$ cat src/rtl/my_ip_input.sv
// my_ip_input: Avalon-MM input peripheral on the HPS lightweight bridge.
//
// Samples WIDTH asynchronous pins. Each pin goes through a two-flop
// synchronizer and a per-bit debouncer. Rising edges of the debounced level
// are latched into sticky EDGE flags, and a registered, maskable level
// interrupt is raised towards the HPS.
//
// Build option: define MY_IP_INPUT_DEBOUNCE_EN to build the counter-based
// debouncer. When it is not defined, the debounced level follows the
// synchronized level one cycle later and DEBOUNCE_CYCLES has no effect.
//
// Register map (word addresses):
//   0 DATA (RO)    debounced level
//   1 EDGE (R/W1C) sticky rising-edge flags
//   2 MASK (RW)    per-bit interrupt enable
//   3 RAW  (RO)    synchronized, undebounced level
//
// Ports:
//   clk_clk        system clock, rising edge
//   reset_reset_n  asynchronous active-low reset
//   avs_address    word address
//   avs_read       read strobe; avs_readdata is valid one cycle later
//   avs_write      write strobe
//   avs_writedata  write data; bits above WIDTH are ignored
//   avs_readdata   read data, zero-extended, held until the next read
//   irq            level interrupt, |(EDGE & MASK), registered
//   pin_in         asynchronous external inputs
module my_ip_input #(
  parameter int WIDTH           = 8,
  parameter int DEBOUNCE_CYCLES = 50000
) (
  input  logic             clk_clk,
  input  logic             reset_reset_n,
  input  logic [1:0]       avs_address,
  input  logic             avs_read,
  input  logic             avs_write,
  input  logic [31:0]      avs_writedata,
  output logic [31:0]      avs_readdata,
  output logic             irq,
  input  logic [WIDTH-1:0] pin_in
);

  localparam logic [1:0] ADDR_DATA = 2'd0;
  localparam logic [1:0] ADDR_EDGE = 2'd1;
  localparam logic [1:0] ADDR_MASK = 2'd2;
  localparam logic [1:0] ADDR_RAW  = 2'd3;

  // Legal range is WIDTH 1..32 and DEBOUNCE_CYCLES >= 1. A bad configuration
  // leaves the marker block g_bad_params in the elaborated hierarchy.
  if (WIDTH < 1 || WIDTH > 32 || DEBOUNCE_CYCLES < 1) begin : g_bad_params
  end

  if (WIDTH < 32) begin : g_wdata_hi
    logic unused_wdata_hi;
    assign unused_wdata_hi = ^avs_writedata[31:WIDTH];
  end

  logic [WIDTH-1:0] sync_p0;   // first synchronizer flop
  logic [WIDTH-1:0] sync_p1;   // second synchronizer flop (RAW)
  logic [WIDTH-1:0] deb_p2;    // debounced level (DATA)
  logic [WIDTH-1:0] deb_p3;    // debounced level one cycle later
  logic [WIDTH-1:0] edge_r;
  logic [WIDTH-1:0] mask_r;
  logic [WIDTH-1:0] wdata;
  logic [WIDTH-1:0] clr;
  logic [WIDTH-1:0] rise;
  logic [WIDTH-1:0] rd_mux;

  assign wdata = avs_writedata[WIDTH-1:0];
  assign clr   = (avs_write && avs_address == ADDR_EDGE) ? wdata : '0;
  assign rise  = deb_p2 & ~deb_p3;

  // ---- stage p0/p1: two-flop synchronizer ----
  always_ff @(posedge clk_clk or negedge reset_reset_n) begin
    if (!reset_reset_n) begin
      sync_p0 <= '0;
      sync_p1 <= '0;
    end else begin
      sync_p0 <= pin_in;
      sync_p1 <= sync_p0;
    end
  end

  // ---- stage p2: debouncer ----
`ifdef MY_IP_INPUT_DEBOUNCE_EN
  localparam int CNT_W = $clog2(DEBOUNCE_CYCLES + 1);
  localparam logic [CNT_W-1:0] CNT_LAST = CNT_W'(DEBOUNCE_CYCLES - 1);

  logic [CNT_W-1:0] cnt [WIDTH];

  // The counter only runs while the synchronized level disagrees with the
  // accepted level; any bounce back restarts it from zero.
  always_ff @(posedge clk_clk or negedge reset_reset_n) begin
    if (!reset_reset_n) begin
      deb_p2 <= '0;
      for (int i = 0; i < WIDTH; i++) begin
        cnt[i] <= '0;
      end
    end else begin
      for (int i = 0; i < WIDTH; i++) begin
        if (sync_p1[i] == deb_p2[i]) begin
          cnt[i] <= '0;
        end else if (cnt[i] == CNT_LAST) begin
          deb_p2[i] <= sync_p1[i];
          cnt[i]    <= '0;
        end else begin
          cnt[i] <= cnt[i] + CNT_W'(1);
        end
      end
    end
  end
`else
  always_ff @(posedge clk_clk or negedge reset_reset_n) begin
    if (!reset_reset_n) begin
      deb_p2 <= '0;
    end else begin
      deb_p2 <= sync_p1;
    end
  end
`endif

  always_comb begin
    rd_mux = '0;
    case (avs_address)
      ADDR_DATA: rd_mux = deb_p2;
      ADDR_EDGE: rd_mux = edge_r;
      ADDR_MASK: rd_mux = mask_r;
      ADDR_RAW:  rd_mux = sync_p1;
      default:   rd_mux = '0;
    endcase
  end

  // ---- stage p3: edge flags, mask, interrupt and read port ----
  always_ff @(posedge clk_clk or negedge reset_reset_n) begin
    if (!reset_reset_n) begin
      deb_p3       <= '0;
      edge_r       <= '0;
      mask_r       <= '0;
      irq          <= 1'b0;
      avs_readdata <= '0;
    end else begin
      deb_p3 <= deb_p2;
      // OR-ing the new rise after the clear lets a set win over a
      // same-cycle write-one-to-clear.
      edge_r <= (edge_r & ~clr) | rise;
      if (avs_write && avs_address == ADDR_MASK) begin
        mask_r <= wdata;
      end
      irq <= |(edge_r & mask_r);
      // rd_mux reflects state before this edge, so a same-cycle write is
      // not visible in the returned data.
      if (avs_read) begin
        avs_readdata <= 32'(rd_mux);
      end
    end
  end

endmodule

$ cat config.mk
export PLATFORM = sky130hd
export DESIGN_NAME = my_ip_input
export DESIGN_NICKNAME = d
export VERILOG_FILES = /design/src/rtl/my_ip_input.sv
export SDC_FILE = /design/constraint.sdc
export NUM_CORES = 1
export LEC_CHECK = 0
export ABC_CLOCK_PERIOD_IN_PS = 1100
export BUFFER_PORTS_ARGS = -buffer_cell sky130_fd_sc_hd__buf_2
export CORE_MARGIN = 3
export CORE_UTILIZATION = 49
export CTS_CLUSTER_SIZE = 28
export DETAILED_ROUTE_END_ITERATION = 6
export GPL_TIMING_DRIVEN = 0
export HOLD_SLACK_MARGIN = 0.03
export PLACE_DENSITY = 0.8
export SETUP_SLACK_MARGIN = 0.05
export SLEW_MARGIN = 0
export SYNTH_ARGS = -nofsm -noshare
export SYNTH_HDL_FRONTEND = slang
export SYNTH_SLANG_ARGS = --single-unit
export TNS_END_PERCENT = 1
$ cat constraint.sdc
create_clock -name clk_clk -period 1.1 [get_ports clk_clk]
set_input_delay 0.275 -clock clk_clk [delete_from_list [all_inputs] [get_ports clk_clk]]
set_output_delay 0.275 -clock clk_clk [all_outputs]
set_load 0.05 [all_outputs]
==> out/qor.txt <==
Starting Density: 0.513
CP startpoint kind: register
DRT Wirelength: 4.00 mm
Grt met3 use: 0.0486
Final hold vios: 0
Proportion of layout cells with a drive suffix above 1: 0.354
Finished Core Util: 0.637
Vias in the first global route: 1,383
Clock skew: 0.00981 ns
Total gr overflow: 0
Nets: 268
Cell Count, Final, Fillers Out: 278
Dpl cell area: 0.00256 mm²
Final Max Slew Viols: 0
Global route hottest layer: met2
Mapped cell area: 0.00226 mm²
Final ANT Viol Nets: 0
Power per cell area: 1860 mW/mm²
WS Path Type: register to output pin
Die width: 74.0 µm
Data required time of the critical path: 0.82 ns
Critical path buffer and inverter count: 1
Top delay family on crit path: flip-flops
CP Max Fanout: 2
Post-DP HPWL: 2.72 mm
Area grow syn2layout: 24.1%
Seq/Total Area, Yosys: 0.630
Clock latency on the worst-skew pair: 0.33 ns
Commonest non-fill, non-tap cells in the layout: 57 x dfrtp_1, 24 x buf_4, 24 x conb_1
Register bit count reported by yosys: 57
Tot Pwr: 5.22 mW
# diodes: 0
Area of the multi-input gates: 667 µm²
All-Layer GR Usage: 0.163
CTS Hold Bufs: 0
Longest Clk Path Bufs: 2
Max incr delay on CP: 0.41 ns
Failing checks: negative setup slack
Arrival time at the worst endpoint: 0.91 ns
Crit-path cells: buf_6
Worst IR drop on VDD: 0.791 mV
Vias: 1,370
Count of cell types in the netlist: 17
Die area: 0.00547 mm²
Simple-gate share of the synthesized area: 0.0691
Port Buffer Count: 28
Rows: 24
Status: complete, but fails checks
Largest net degree at the start of global routing: 58
DR WL/cell: 14.4 µm
Slowest cell on the critical path: dfrtp_1
Syn Area/Cell: 14.2 µm²
Main combinational cell family by area after synthesis: buffers and inverters
Yosys Warn Count: 0
GR Util met2: 0.235
Register Area: 0.00143 mm²
Synth Area in XOR/XNOR: 0
Num CTS Buffers: 9
Remaining DRCs: 0
Drt first-iter violations: 85
Post-Synth Adder-Cell Area: 0
Met1 Use GR: 0.203
Worst slew pin tran: 0.733 ns
CTS clk-pin slew, worst paths: 0.06 ns
Fin Hold WS: 0.0225 ns
Commonest non-fill, non-tap cell in the layout: dfrtp_1
Initial antenna violation count: 0
Synth Instances: 160
First drt pass iteration count: 4
Clock Sinks: 57
Worst setup margin: -0.0824 ns
# H-tree levels: 3
Clk root buf: clkbuf_8
Layout Cell Area excl Fill: 0.00281 mm²
Die Y: 74.0 µm
Nature of the critical path endpoint: output pin
CORE AREA: 0.00441 mm²
TritonCTS clock tree: yes
FMAX: 846 MHz
Total placed cells including tap cells: 263
Final setup vio count: 9
HP Class: primary input to asynchronous set/reset pin
Final period util: 1.07
Top Ports: 79
Mux cell area share after synthesis: 0.110
LEAKAGE: 1.41 nW
GPL Wtd Cong: 0.784
Crit path time final: 1.18 ns
RSZ-0062 raised after global routing: true
Setup repair bufs after CTS: 0
Post-synthesis compound-gate area fraction: 0.0751
Slew Limit Headroom: 0.511
Max Cap Violations: 0
Via density: 4.93
Fillers: 344
First-pass GRT wire length: 6.41 mm
## through the flow
stage / worst slack (ns) / TNS [ns]
after global placement: -0.256 / -16.13
after floorplan: 0.0934 / 0
after global routing: -0.107 / -0.745
final: -0.0824 / -0.453
after detailed placement: -0.267 / -16.84
after CTS: -0.0975 / -0.644
## synthesized netlist by cell type
cell type | number | share of area
buf_6 | 3 | 0.015
mux2_2 | 8 | 0.040
nand2b_1 | 9 | 0.025
o221ai_1 | 8 | 0.031
inv_1 | 8 | 0.013
mux2i_1 | 16 | 0.071
nand2_1 | 1 | 0.0017
nand4_1 | 1 | 0.0028
dfrtp_1 | 57 | 0.63
buf_2 | 2 | 0.0044
buf_4 | 24 | 0.080
nand4b_1 | 8 | 0.031
a22o_1 | 8 | 0.031
nand3b_4 | 1 | 0.0088
buf_1 | 1 | 0.0017
a22oi_1 | 4 | 0.013
conb_1 | 1 | 0.0017
## worst register-to-register path, cell delays in order (launching register included)
cell	delay [ns]
dfrtp_1	0.40
a22oi_1	0.25
nand4_1	0.12
## worst paths after layout
path	start	to	slack, ns	cells past startpoint
max	avs_readdata[5]	avs_readdata[5]	-0.08	1
min	reset_reset_n	edge_r[2]	0.02	1
max reg2reg	edge_r[3]	irq	0.20	2
min reg2reg	sync_p0[1]	sync_p1[1]	0.35	0
max in group asynchronous	reset_reset_n	avs_readdata[0]	0.59	1
min in group clk_clk	pin_in[6]	sync_p0[6]	0.05	1
## metal layers
metal  vias to the layer above  routed length (µm)
met5                         -                   0
met4                         0                 136
met3                        13                 274
met2                        53                1820
met1                       665                1770
li1                        639                   -
## registers in the layout, summed over array words and instances (netlist names)
name	cells
avs_readdata	8
deb_p2	8
deb_p3	8
edge_r	8
mask_r	8
sync_p0	8
sync_p1	8
irq	1
## report_power, final
| group | switching, mW | internal (mW) | leakage (nW) |
|---|---|---|---|
| registers | 0.131 | 2.29 | 0.652 |
| clock network | 0.747 | 1.15 | 0.102 |
| logic | 0.557 | 0.345 | 0.658 |
| total | 1.44 | 3.78 | 1.41 |
## area by class of cell
class | instances | share of cell area
sequential | 57 | 0.508
clock buffer | 12 | 0.0552
tap | 52 | 0.0232
inverter | 8 | 0.0107
buffer | 30 | 0.0810
timing repair buffer | 28 | 0.0708
clock inverter | 3 | 0.0142
multi-input combinational | 88 | 0.237
## cells by family after synthesis
family | count (synthesis)
AOI/OAI and AO/OA | 20
buffers and inverters | 38
DFF | 57
muxes | 24
other | 1
and+or+nand+nor | 20
## what timing repair did
item,in CTS,in global routing
gates resized for setup,18,1
setup endpoints to repair,9,66
cloned,0,0
(Power assumes the default switching activity.)
